--- src/rtl/alphamission_snd_pkg.sv ---
// Shared types, constants and the 16-bit saturation helper for the
// Alpha Mission sound post-processor.
package alphamission_snd_pkg;

    localparam int         SND_W      = 16;
    localparam logic [7:0] GAIN_UNITY = 8'h40;

    typedef enum logic [2:0] {
        ST_IDLE = 3'd0,
        ST_DCB  = 3'd1,
        ST_GAIN = 3'd2,
        ST_SAT  = 3'd3,
        ST_OUT  = 3'd4
    } snd_post_st_e;

    function automatic logic signed [SND_W-1:0] sat16(input logic signed [31:0] v);
        logic signed [SND_W-1:0] r;
        if (v > 32'sd32767) begin
            r = 16'sh7fff;
        end else if (v < -32'sd32768) begin
            r = 16'sh8000;
        end else begin
            r = v[SND_W-1:0];
        end
        return r;
    endfunction

endpackage

--- src/rtl/alphamission_snd_post_dcblock.sv ---
// One-pole DC blocker: Y is Q16.8 in 26 bits, x1 is the previous input.
// Advances one step per en_i pulse; f_o is the saturated output of that step.
module snd_dcblock
    import alphamission_snd_pkg::*;
#(
    parameter int DCB_SHIFT = 8
) (
    input  logic                    clk,
    input  logic                    rst,
    input  logic                    en_i,
    input  logic signed [SND_W-1:0] x_i,
    output logic signed [SND_W-1:0] f_o
);

    logic signed [25:0]      y_q, y_d;
    logic signed [SND_W-1:0] x1_q;
    logic signed [25:0]      diff;
    logic signed [31:0]      y_ext;

    always_comb begin
        diff  = $signed({{10{x_i[15]}}, x_i}) - $signed({{10{x1_q[15]}}, x1_q});
        y_d   = (diff <<< 8) + y_q - (y_q >>> DCB_SHIFT);
        y_ext = {{6{y_d[25]}}, y_d};
        f_o   = sat16(y_ext >>> 8);
    end

    always_ff @(posedge clk or posedge rst) begin
        if (rst) begin
            y_q  <= '0;
            x1_q <= '0;
        end else if (en_i) begin
            y_q  <= y_d;
            x1_q <= x_i;
        end
    end

endmodule

--- src/rtl/alphamission_snd_post.sv ---
// FM sound post-processor: capture, optional DC block, Q2.6 gain, saturation, mute.
// Define ALPHAMISSION_SND_DCBLOCK_EN to build the DC blocker into the DCB stage.
module alphamission_snd_post
    import alphamission_snd_pkg::*;
#(
    parameter int GAIN_FRAC = 6,
    parameter int DCB_SHIFT = 8
) (
    input  logic                    clk,
    input  logic                    rst,
    input  logic signed [SND_W-1:0] snd_in,
    input  logic                    sample_in,
    input  logic [7:0]              gain,
    input  logic                    mute,
    output logic signed [SND_W-1:0] snd_l,
    output logic signed [SND_W-1:0] snd_r,
    output logic                    sample_out,
    output logic                    busy,
    output logic [7:0]              clip_cnt
);

    if (GAIN_FRAC < 1 || GAIN_FRAC > 8 || DCB_SHIFT < 1 || DCB_SHIFT > 16) begin : g_param_check
        $error("alphamission_snd_post: GAIN_FRAC or DCB_SHIFT out of range");
    end

    snd_post_st_e state_q, state_d;
    logic         start;

    logic signed [SND_W-1:0] x_q, f_q, f_dcb, snd_q;
    logic [7:0]              g_q, clip_q;
    logic                    m_q;
    logic signed [24:0]      p_q, p_d, f_ext, g_ext;
    logic signed [31:0]      p_ext, q_ext;
    logic                    clip;

    // One-deep pending slot; the newest arrival while busy overwrites it.
    logic                    pend_v_q;
    logic signed [SND_W-1:0] pend_x_q;
    logic [7:0]              pend_g_q;
    logic                    pend_m_q;

`ifdef ALPHAMISSION_SND_DCBLOCK_EN
    snd_dcblock #(
        .DCB_SHIFT (DCB_SHIFT)
    ) u_dcblock (
        .clk  (clk),
        .rst  (rst),
        .en_i (state_q == ST_DCB),
        .x_i  (x_q),
        .f_o  (f_dcb)
    );
`else
    assign f_dcb = x_q;
`endif

    always_comb begin
        state_d = state_q;
        start   = 1'b0;
        case (state_q)
            ST_IDLE: begin
                if (sample_in || pend_v_q) begin
                    start   = 1'b1;
                    state_d = ST_DCB;
                end
            end
            ST_DCB:  state_d = ST_GAIN;
            ST_GAIN: state_d = ST_SAT;
            ST_SAT:  state_d = ST_OUT;
            ST_OUT:  state_d = ST_IDLE;
            default: state_d = ST_IDLE;
        endcase
    end

    always_comb begin
        f_ext = {{9{f_q[15]}}, f_q};
        g_ext = {17'd0, g_q};
        p_d   = f_ext * g_ext;
        p_ext = {{7{p_q[24]}}, p_q};
        q_ext = p_ext >>> GAIN_FRAC;
        clip  = (q_ext > 32'sd32767) || (q_ext < -32'sd32768);
    end

    always_ff @(posedge clk or posedge rst) begin
        if (rst) begin
            state_q <= ST_IDLE;
        end else begin
            state_q <= state_d;
        end
    end

    always_ff @(posedge clk or posedge rst) begin
        if (rst) begin
            x_q      <= '0;
            g_q      <= '0;
            m_q      <= 1'b0;
            f_q      <= '0;
            p_q      <= '0;
            snd_q    <= '0;
            clip_q   <= '0;
            pend_v_q <= 1'b0;
            pend_x_q <= '0;
            pend_g_q <= '0;
            pend_m_q <= 1'b0;
        end else begin
            case (state_q)
                ST_IDLE: begin
                    if (start && sample_in) begin
                        x_q <= snd_in;
                        g_q <= gain;
                        m_q <= mute;
                    end else if (start) begin
                        x_q <= pend_x_q;
                        g_q <= pend_g_q;
                        m_q <= pend_m_q;
                    end
                end
                ST_DCB:  f_q <= f_dcb;
                ST_GAIN: p_q <= p_d;
                ST_SAT: begin
                    // Output register loads here so it is already valid during OUT.
                    snd_q <= m_q ? '0 : sat16(q_ext);
                    if (!m_q && clip && clip_q != 8'hFF) begin
                        clip_q <= clip_q + 8'd1;
                    end
                end
                default: ;
            endcase

            if (sample_in && state_q != ST_IDLE) begin
                pend_v_q <= 1'b1;
                pend_x_q <= snd_in;
                pend_g_q <= gain;
                pend_m_q <= mute;
            end else if (start) begin
                pend_v_q <= 1'b0;
            end
        end
    end

    assign snd_l      = snd_q;
    assign snd_r      = snd_q;
    assign sample_out = (state_q == ST_OUT);
    assign busy       = (state_q != ST_IDLE);
    assign clip_cnt   = clip_q;

endmodule

--- config.mk ---
export PLATFORM = sky130hd
export DESIGN_NAME = alphamission_snd_post
export DESIGN_NICKNAME = d
export VERILOG_FILES = /design/src/rtl/alphamission_snd_pkg.sv /design/src/rtl/alphamission_snd_post_dcblock.sv /design/src/rtl/alphamission_snd_post.sv
export SDC_FILE = /design/constraint.sdc
export NUM_CORES = 1
export LEC_CHECK = 0
export ABC_AREA = 1
export CORE_MARGIN = 4
export CORE_UTILIZATION = 45
export CTS_BUF_LIST = sky130_fd_sc_hd__clkbuf_16
export CTS_CLUSTER_SIZE = 28
export DETAILED_ROUTE_END_ITERATION = 10
export PLACE_DENSITY_LB_ADDON = 0.08
export SKIP_LAST_GASP = 1
export SYNTH_ARGS = -nofsm -noshare
export SYNTH_HDL_FRONTEND = slang
export SYNTH_HIERARCHICAL = 1
export SYNTH_SLANG_ARGS = --single-unit
--- constraint.sdc ---
create_clock -name clk -period 4.3 [get_ports clk]
set_input_delay 0.645 -clock clk [delete_from_list [all_inputs] [get_ports clk]]
set_output_delay 0.645 -clock clk [all_outputs]
set_load 0.02 [all_outputs]
==> impl_metrics.ini <==
[status]
status = finished clean

[synthesis]
yosys.area.top_type = dfrtp_1
synth_top_family_by_area = adder cells
ys.flop_type = dfrtp_1
yosys-top-cells-count = inv_1, nand2_1, dfrtp_1, fa_1, o21ai_0
yosys_warnings = 6
synthMuxAreaShare_pct = 1.98
syn_area_um2 = 9670
synth_compound_area_share_pct = 8.59
synth_edf_count = 0
syn_area_per_cell_um2 = 8.01
yosys.area_share.simple_pct = 16.9
yosysMostFrequentCell = inv_1
synth_xor_area_share_pct = 1.72
synth_fa_ha_area_share_pct = 27.0
syn-num-nets = 1383
synth_area_leaders = dfrtp_1, fa_1, inv_1, nand2_1, ha_1
synth_async_sr_flop_share_pct = 100
synthCells = 1207
yosysTopAreaCellShare_pct = 29.2
ys_seq_elements = 113
ys_seq_area_share_pct = 29.2
ys_types = 38

[setup_path]
crit_type = flop to flop
reg2reg_depth = 19
crit_fanout = 6
required_ns = 4.59
cp.arrival_ns = 4.58
startpoint_type = flop
crit_path_cell_trace = nand2_2 -> inv_2 -> fa_2 -> buf_4 -> fa_1 -> fa_1 -> inv_2 -> fa_1 -> inv_2 -> ha_4 -> buf_6 -> nand2_4 -> buf_6 -> nor4_4 -> nand3_1 -> nand2_1 -> nand2_1 -> nand3_1 -> o21ai_1
end_kind = flop
cp_slowest_cell = fa_1
slowest_delay_ns = 0.56

[grt]
grt_usage_pct = 20.3
grt_start_max_net_pins = 70
grt_pass1_wl_um = 39600
antenna_found_initial = 0
grt_pass1_vias = 8307
grt_overflow_total = 0

[sta]
finalHoldViolCount = 0
setup_viol_count_final = 0
maxSlewViolCount = 0
rsz0062_at_grt = true
period_needed_ns = 4.29
worst_pin_slew_ns = 1.08
max_freq_ghz = 0.233
timing.final.crit_share_pct = 99.8
relSlewSlack_pct = 27.8
skew_ns = 0.00880

[detailed_routing]
vias_per_cell = 4.77
wire_per_inst_um = 13.8
dr.pass1.iters = 5
drt_iter0_markers = 357
vias = 7837
wl_um = 22700
ant_nets = 0
drc = 0

[clocking]
cts_tree = built
cts_max_path_buffers = 2
clkTransAtPathRegs_ns = 0.06
cts_buffers = 17
cts.htree.levels = 4
clock-sinks = 113
clk_latency_ns = 0.42
cts-root-buf = clkbuf_16

[place]
hpwlAfterDp_um = 17600
gp_congestion = 0.901
buffer_ports.inserted = 69
post_dp_cell_area_um2 = 11200

[worst_hold_path]
hold_depth = 2
min_path_type = flop to flop

[floorplan]
die-area_um2 = 23900
die_w_um = 155
dieHeight_um = 155
core_um2 = 21100
start_util_pct = 45.9
row_count = 53
ioPinCount = 70

[cells_and_area]
final_cell_area_um2 = 12700
n_antenna_cell = 0
fin_nets = 1532
area_growth_syn_to_layout_pct = 31.0
fill_cells = 1933
drive_gt1_share_pct = 24.0

[run]
max_cap_violations = 0
[worst max-delay path: cells and delay by family (launching register included)]
| family | cells | cell delay [ns] |
|---|---|---|
| AO/OA/AOI/OAI | 1 | 0.07 |
| adder cells (fa/ha/maj) | 5 | 2.40 |
| AND/OR/NAND/NOR | 7 | 0.73 |
| flip-flops | 1 | 0.45 |
| buffers and inverters | 6 | 0.54 |
[worst paths after layout]
kind,startpoint,to,slack [ns]
max,g_q[1],p_q[24],0.009
min reg2reg,p_q[19],p_q[19],0.48
min,p_q[19],p_q[19],0.48
max reg2reg,g_q[1],p_q[24],0.009
min in group asynchronous,rst,clip_cnt[1],0.63
max in group asynchronous,rst,f_q[7],2.86
[kinds of logic after synthesis]
family / count (synthesis)
XOR/XNOR: 19
adder cells (fa/ha/maj): 148
buffers and inverters: 358
flip-flops: 113
AO/OA/AOI/OAI: 151
AND/OR/NAND/NOR: 401
multiplexers: 17
[registers in the layout (all words and copies together), names as in the netlist]
register,flops
clip_cnt,8
f_dcb,16
f_q,16
g_q,8
m_q,1
p_q,19
pend_g_q,8
pend_m_q,1
pend_v_q,1
pend_x_q,16
snd_l,16
state_q,3
[area by class of cell]
type	instances	area, um^2	area share (%)
well taps	275	344	2.72
repair buffers	198	1750	13.8
multi-input cells	736	6030	47.6
clock buffers	17	425	3.36
inverters	290	1090	8.61
flip-flops and latches	113	2840	22.4
clock inverters	15	191	1.51
[per-stage QoR]
| step | setup slack (ns) | utilization [%] | hold slack, ns | setup TNS [ns] | instances |
|---|---|---|---|---|---|
| 2_1_floorplan | -0.0246 | - | 0.450 | -0.0246 | 1207 |
| 3_3_place_gp | -0.359 | 53.3 | 0.467 | -3.15 | 1591 |
| 3_5_place_dp | -0.377 | 53.3 | 0.474 | -3.76 | 1591 |
| 4_1_cts | -0.0186 | 58.0 | 0.486 | -0.0427 | 1631 |
| 5_1_grt | -0.212 | 60.1 | 0.500 | -1.97 | 1644 |
| 6_report | 0.00934 | 60.1 | 0.476 | 0 | 1644 |
[routing by layer]
| metal | wire length (um) | GRT usage (%) | up-vias |
|---|---|---|---|
| met5 | 0 | 0 | - |
| met4 | 313 | 5.51 | 0 |
| met3 | 734 | 2.85 | 22 |
| met2 | 11100 | 34.5 | 108 |
| met1 | 10500 | 27.3 | 3810 |
| li1 | - | - | 3897 |
[cell usage in the layout (no fill, tap or decap), types with 11 or more instances in the layout]
master / Yosys / routed
fa_1: 101 / 94
dfrtp_1: 113 / 103
o22ai_1: 11 / 11
nand2_1: 262 / 233
mux2_2: 17 / 17
clkbuf_16: 0 / 17
inv_1: 289 / 262
buf_4: 16 / 114
o21ai_0: 80 / 74
inv_2: 0 / 26
nand2_2: 4 / 28
nor2_1: 77 / 62
a21oi_1: 34 / 24
ha_1: 47 / 32
buf_6: 0 / 11
ha_4: 0 / 15
nand3_1: 32 / 24
clkdlybuf4s50_1: 0 / 69
[repair_timing]
action,CTS,global route
pin swaps,28,104
hold buffers,0,0
setup endpoints to repair,17,17
setup buffers,8,14
endpoints found under the hold margin,0,0
gates resized for setup,65,111
Power is left out: the tool's default activity adds up to more than one toggle a clock period on the data nets, which glitch-free logic cannot reach.
